## src/rtl/ram_sync_block.sv

```systemverilog
// ram_sync_block: synchronous single-port data RAM with self-clearing init,
// registered read (one-cycle rvalid strobe), read-first on read/write
// collision, address range checking and on-demand re-clear.
module ram_sync_block #(
  parameter int unsigned adlines   = 8,
  parameter int unsigned datalines = 8,
  parameter int unsigned ramsize   = 256
) (
  input  logic                 clk,
  input  logic                 rst_n,
  input  logic [adlines-1:0]   address,
  input  logic [datalines-1:0] datain,
  input  logic                 read,
  input  logic                 write,
  input  logic                 clear,
  output logic [datalines-1:0] dataout,
  output logic                 rvalid,
  output logic                 ready,
  output logic                 err
);

  localparam int unsigned cw  = (ramsize > 1) ? $clog2(ramsize) : 1;
  localparam int unsigned aw1 = adlines + 1;

  typedef enum logic {
    INIT = 1'b0,
    RUN  = 1'b1
  } state_t;

  state_t               state_q, state_d;
  logic [cw-1:0]        cnt_q, cnt_d;
  logic [datalines-1:0] mem [ramsize];

  logic [datalines-1:0] dataout_d;
  logic                 rvalid_d;
  logic                 ready_d;
  logic                 err_d;

  logic                 in_range_c;
  logic                 mem_we_c;
  logic [adlines-1:0]   mem_addr_c;
  logic [datalines-1:0] mem_wdata_c;

  // Unsigned range check, one bit wider so ramsize == 2^adlines is representable
  assign in_range_c = ({1'b0, address} < aw1'(ramsize));

  // State, counter and registered outputs
  always_ff @(posedge clk or negedge rst_n) begin
    if (!rst_n) begin
      state_q <= INIT;
      cnt_q   <= '0;
      dataout <= '0;
      rvalid  <= 1'b0;
      ready   <= 1'b0;
      err     <= 1'b0;
    end else begin
      state_q <= state_d;
      cnt_q   <= cnt_d;
      dataout <= dataout_d;
      rvalid  <= rvalid_d;
      ready   <= ready_d;
      err     <= err_d;
    end
  end

  // Next-state, memory write control and next output values
  always_comb begin
    state_d     = state_q;
    cnt_d       = cnt_q;
    dataout_d   = '0;
    rvalid_d    = 1'b0;
    err_d       = 1'b0;
    mem_we_c    = 1'b0;
    mem_addr_c  = address;
    mem_wdata_c = datain;

    case (state_q)
      INIT: begin
        mem_we_c    = 1'b1;
        mem_addr_c  = adlines'(cnt_q);
        mem_wdata_c = '0;
        if (cnt_q == cw'(ramsize - 1)) begin
          cnt_d   = '0;
          state_d = RUN;
        end else begin
          cnt_d = cnt_q + cw'(1);
        end
      end
      RUN: begin
        if (clear) begin
          // clear wins; any read/write this cycle is dropped
          state_d = INIT;
          cnt_d   = '0;
        end else begin
          mem_we_c = write & in_range_c;
          rvalid_d = read;
          err_d    = (read | write) & ~in_range_c;
          // mem is sampled before this edge's write lands: read-first
          if (read && in_range_c) begin
            dataout_d = mem[address];
          end
        end
      end
      default: begin
        state_d = INIT;
        cnt_d   = '0;
      end
    endcase

    ready_d = (state_d == RUN);
  end

  // Storage array; init sweep and normal writes share the single port
  always_ff @(posedge clk) begin
    if (mem_we_c) begin
      mem[mem_addr_c] <= mem_wdata_c;
    end
  end

endmodule
```

## config.mk

```make
export PLATFORM = sky130hd
export DESIGN_NAME = ram_sync_block
export DESIGN_NICKNAME = d
export VERILOG_FILES = /design/src/rtl/ram_sync_block.sv
export SDC_FILE = /design/constraint.sdc
export NUM_CORES = 2
export LEC_CHECK = 0
export ABC_AREA = 1
export BUFFER_PORTS_ARGS = -buffer_cell sky130_fd_sc_hd__buf_2
export CORE_MARGIN = 5
export CORE_UTILIZATION = 35
export CTS_BUF_LIST = sky130_fd_sc_hd__clkbuf_8
export DETAILED_ROUTE_END_ITERATION = 8
export GPL_ROUTABILITY_DRIVEN = 0
export PLACE_DENSITY_LB_ADDON = 0.08
export SLEW_MARGIN = 10
export SYNTH_ARGS = -nofsm -noshare
export SYNTH_HDL_FRONTEND = slang
export SYNTH_SLANG_ARGS = --single-unit
```

## constraint.sdc

```tcl
create_clock -name clk -period 5.7 [get_ports clk]
set_input_delay 0.57 -clock clk [delete_from_list [all_inputs] [get_ports clk]]
set_output_delay 0.57 -clock clk [all_outputs]
set_load 0.01 [all_outputs]
```

# Word-level counts from Yosys, hierarchy flattened
# Memories as Yosys holds them, arrays and structs flattened.
# Cells that the tools add are included.
dict set report totals {
  elab_cells 26
  register_bits 18
  memories 1
  ramBits 2048
  mem_bits_ro 0
  latchBits 0
  inputBits 21
  output_inout_bits 11
}
# name depth word_bits rd rd_clocked_by_memory_dff write_ports line_no
set mem_list {}
lappend mem_list {mem 256 8 1 0 1 32} ;# logic [datalines-1:0] mem [ramsize];
dict set report op_classes {
  mul 0
  n_mux 17
  shift 0
  bitwise 1
  n_eq_ne 2
  n_addsub 1
  div 0
  n_reduce_logical 0
  order_cmp 0
}
# op n
set ops {}
lappend ops {{$mux W8} 7}
lappend ops {{$pmux W8 S2} 1}
lappend ops {{$add A8 B1 Y8 const B} 1}
lappend ops {{$eq A8 B8 Y1 const B} 1}
lappend ops {{$mux W1} 7}
lappend ops {{$pmux W1 S2} 2}
lappend ops {{$ne A2 B2 Y1 const B} 1}
lappend ops {{$not A1 Y1} 1}

# Depth between registers and ports, before layout
dict set report depth {
  depth_word 4
  ltp_mapped 15
  depth_no_buf 11
}

# Worst setup path before layout
# OpenSTA, ideal clock, no wires.
dict set report synth_timing {
  path_type {register to register}
  start {register state_q}
  end {memory mem[0][6] (data pin)}
  period_less_slack_ps 4561
  arrival_time_ps 3787
  slack_ps 1139
  path_stages_with_launch 6
  path_cell_list {dfrtp_1 buf_6 buf_6 clkbuf_1 nand2_1 inv_1}
}
dict set report synth_between {
  elab_chain_len 1
}
# item line_no
set synth_lines {}
lappend synth_lines {{from (decl)} 30} ;# state_t state_q, state_d;
lappend synth_lines {{from (signal assigned)} 57} ;# state_q <= state_d;
lappend synth_lines {{$mux W8} 77} ;# case (state_q)
lappend synth_lines {{named net mem_wdata_c[6]} 42} ;# logic [datalines-1:0] mem_wdata_c;
lappend synth_lines {{to (decl)} 32}
# The timed path passes the listed nets, and every way through them passes these cells.

# Worst setup path after layout
dict set report layout_timing {
  start {register state_q}
  end {memory mem[216][7], enable pin}
}
dict set report layout_between {
  elab_chain_len 4
  word_cells_on_any_way 5
  classes_between {4 x mux; 1 x bitwise}
}
# item line_no
set layout_lines {}
lappend layout_lines {{$not A1 Y1} -}
lappend layout_lines {{$pmux W1 S2} 77}
lappend layout_lines {{$mux W1} 115} ;# if (mem_we_c) begin
lappend layout_lines {{$mux W1 (implied by the code)} 116} ;# mem[mem_addr_c] <= mem_wdata_c;
# Several ways; a longest one is shown, not always the timed one.

==> impl_results.md <==
- CTS sink count: 2,066
- Number of global-route vias before repair: 54,000
- Synthesized-area fraction occupied by and/or/nand/nor cells: 22.6%
- YS warnings: 0
- First-pass GRT wire length: 383,000 um
- Initial antenna violation count: 9
- # port buffers: 30
- CP Data Arrival Time: 4570 ps
- Largest family of logic cells by synthesized area: simple AND/OR/NAND/NOR gates
- Combinational Power Share: 9.3%
- Library cells used by synthesis: 32
- Worst path cell trace: buf_4, nand2_1, o21ai_2, inv_2, nor3_1, nand2_2, buf_4, nor2_1
- Yosys top cell area share: 73.1%
- Hold Worst Slack: 113 ps
- Crit share post-route: 68.2%
- CP endpoint kind: flip-flop
- Max IR drop VDD: 0.267 mV
- # IOs: 32
- Setup crit start kind: flip-flop
- Area occupied by multi-input gates: 0.0196 mm^2
- Critical Path RT: 6380 ps
- Register area share after synthesis: 73.6%
- RSZ-0062 raised after global routing: false
- Final ANT Viol Nets: 0
- Synth Area in Compound Gates: 0.558%
- Pint: 23.8 mW
- Ratio of cells with drive above 1 in the final layout: 8.42%
- Post-synthesis xor/xnor area fraction: 0.0521%
- First drt pass iteration count: 5
- Max-slew violations: 0
- Worst-Skew Late Latency: 1060 ps
- Synthesized instance count: 7,067
- NetSw: 8.56 mW
- Die X-Extent: 500 um
- Combined flip-flop and latch cell area: 0.0619 mm^2
- Most used DFF post-synth: edfxtp_1
- Clock power frac: 38.2%
- Die height: 500 um
- Vias: 54,600
- Drt drc: 0
- Layout net count: 7,119
- 1st-iter DRT viols: 4,908
- Synth area leader: edfxtp_1
- Area contributors post-synth: edfxtp_1 (73%), nand3_1 (11%), nand2_1 (9.3%), buf_2 (1.6%), nor2_1 (1.6%)
- Sum Neg Setup Slack: 0 ps
- Endpoints failing setup: 0
- Clock tree buffer depth: 4
- Post-synthesis mux area share: 0%
- Syn nets: 7,089
- FF+latch count, synth: 2,066
- Area of the core: 0.240 mm^2
- Most common cell in the netlist: nand2_1
- Status: completed
- Most common cell on crit path: buf_4
- H-Tree Depth: 5
- Final Critical Period: 3890 ps
- Initial Util: 35.1%
- Max Cap Viol: 0
- FFs w/ async S/R, synth: 0.871%
- Wire per inst: 25.2 um
- Post_cts resized: 0
- Syn Area/Cell: 11.9 um^2
- Clk root buf: clkbuf_8
- Final Hold Vio Count: 0
- Total power per unit cell area: 346 mW/mm^2
- Sequential Power Share: 52.5%
- Fmax: 0.257 GHz
- Number of synthesized flops with an enable pin: 2,048
- Max FO, Critical Path: 18
- Vias per inst: 5.18
- Area grow syn2layout: 11.0%
- Gr ovfl total: 0
- Placed cells: 9,901
- Total CTS buffers: 374
- Post-route cell area: 0.0934 mm^2
- Max-slew headroom: 17.2%
- Critical Path Slowest Stage Cell: dfrtp_1
- # rows: 180
- Pleak: 32.4 nW
- Routed WL: 265,000 um
- GRT Resource Usage Total: 20.7%
- Setup Skew: 46.6 ps
- Largest net degree at the start of global routing: 178
- Worst setup path class: reg -> reg
- Commonest cells in the netlist: nand2_1 (2,086), edfxtp_1 (2,048), nand3_1 (1,932), nor2_1 (350), buf_2 (267)
- Worst min path class: in -> async
- Worst-Margin Slew: 1240 ps
- Die ar.: 0.250 mm^2
- Post-synthesis adder-cell area fraction: 0.0149%
- Fillcell total: 23,300
- Mapped cell area: 0.0841 mm^2
- DP Area: 0.0870 mm^2
- Reg clk slew, reported paths: 60 ps
- CTS tree: built
- Final std cells w/o fill: 10,500
- CP max stage delay: 610 ps
- DP HPWL: 146,000 um
- Switching share of power: 26.4%
worst paths after layout:
kind	startpoint	end	slack [ps]	cells past startpoint
worst max register to register	state_q$_DFF_PN0_	mem[216][7]$_DFFE_PP_	1810	8
worst min register to register	cnt_q[7]$_DFFE_PN0P_	cnt_q[7]$_DFFE_PN0P_	550	2
worst max-delay path	state_q$_DFF_PN0_	mem[216][7]$_DFFE_PP_	1810	8
max in group asynchronous	rst_n	rvalid$_DFF_PN0_	4680	3
min in group clk	address[6]	dataout[7]$_DFF_PN0_	180	5
worst min-delay path	rst_n	state_q$_DFF_PN0_	110	2
layer usage:
layer	routed length [um]	part of all wire, %	track usage, %	vias up
li1	-	-	-	25200
met1	122000	46	29.8	27400
met2	121000	46	32.4	1579
met3	14100	5.3	3.35	378
met4	7960	3.0	6.53	0
met5	0	0	0	-
flip-flops by register name (all words and copies together) (netlist names):
| signal | cells |
|---|---|
| mem | 2048 |
| rvalid | 1 |
| cnt_q | 8 |
| dataout | 8 |
| state_q | 1 |
worst max-delay path: cells and delay by family (launching register included):
| kind | cells | cell delay, ps |
|---|---|---|
| simple gates | 4 | 1610 |
| buf+inv | 3 | 1000 |
| flops | 1 | 610 |
| compound gates | 1 | 230 |
power by group through the flow:
stage | registers, mW | logic (mW) | clock network [mW]
floorplan | 17.3 | 1.68 | 0
global placement | 17.3 | 3.03 | 0
detailed placement | 17.3 | 3.03 | 0
CTS | 17.0 | 3.04 | 12.7
global route | 17.0 | 3.21 | 13.5
finish | 17.0 | 2.99 | 12.4
metrics by stage:
step / total power [mW] / util, % / setup WS [ps]
4_1_cts: 32.8 / 38.9 / 1780
5_1_grt: 33.7 / 38.9 / 1630
6_report: 32.4 / 38.9 / 1810
3_5_place_dp: 20.3 / 36.3 / 1430
3_3_place_gp: 20.3 / 36.3 / 1440
2_1_floorplan: 19.0 / - / 1140
layout by cell type, fill, tap and decap left out, types with 5 or more instances in the layout:
cell type and count:
nand3_1 1930, clkinv_1 83, clkinv_2 25, nor2_2 10, o22ai_1 20, buf_12 22
nor2_1 346, clkbuf_8 383, dfrtp_1 18, o21ai_2 6, o21ai_0 34, buf_2 25
clkinvlp_4 7, nand2_2 16, inv_2 5, buf_8 5, nand2_1 2078, edfxtp_1 2048
inv_8 10, a21oi_1 18, dlygate4sd3_1 5, buf_4 82, inv_1 134
repair_timing:
item / 4_1_cts / 5_1_grt
hold buffers: 5 / 0
setup buffers: 0 / 0
endpoints found under the hold margin: 32 / 0
logic make-up after synthesis:
logic type      Yosys count
flops                  2066
buf+inv                 518
compound gates           82
other cells               1
fa+ha+maj                 1
simple gates           4394
xor+xnor                  5
cell type report:
type	count	share of cell area, %
Timing Repair Buffer	140	1.41
Antenna cell	3	0.00804
Sequential cell	2066	66.3
Clock buffer	383	5.64
Clock inverter	239	1.12
Inverter	32	0.232
Tap cell	3185	4.27
Multi-Input combinational cell	4483	21.0
Note: power is estimated with default switching activity, not from simulation.
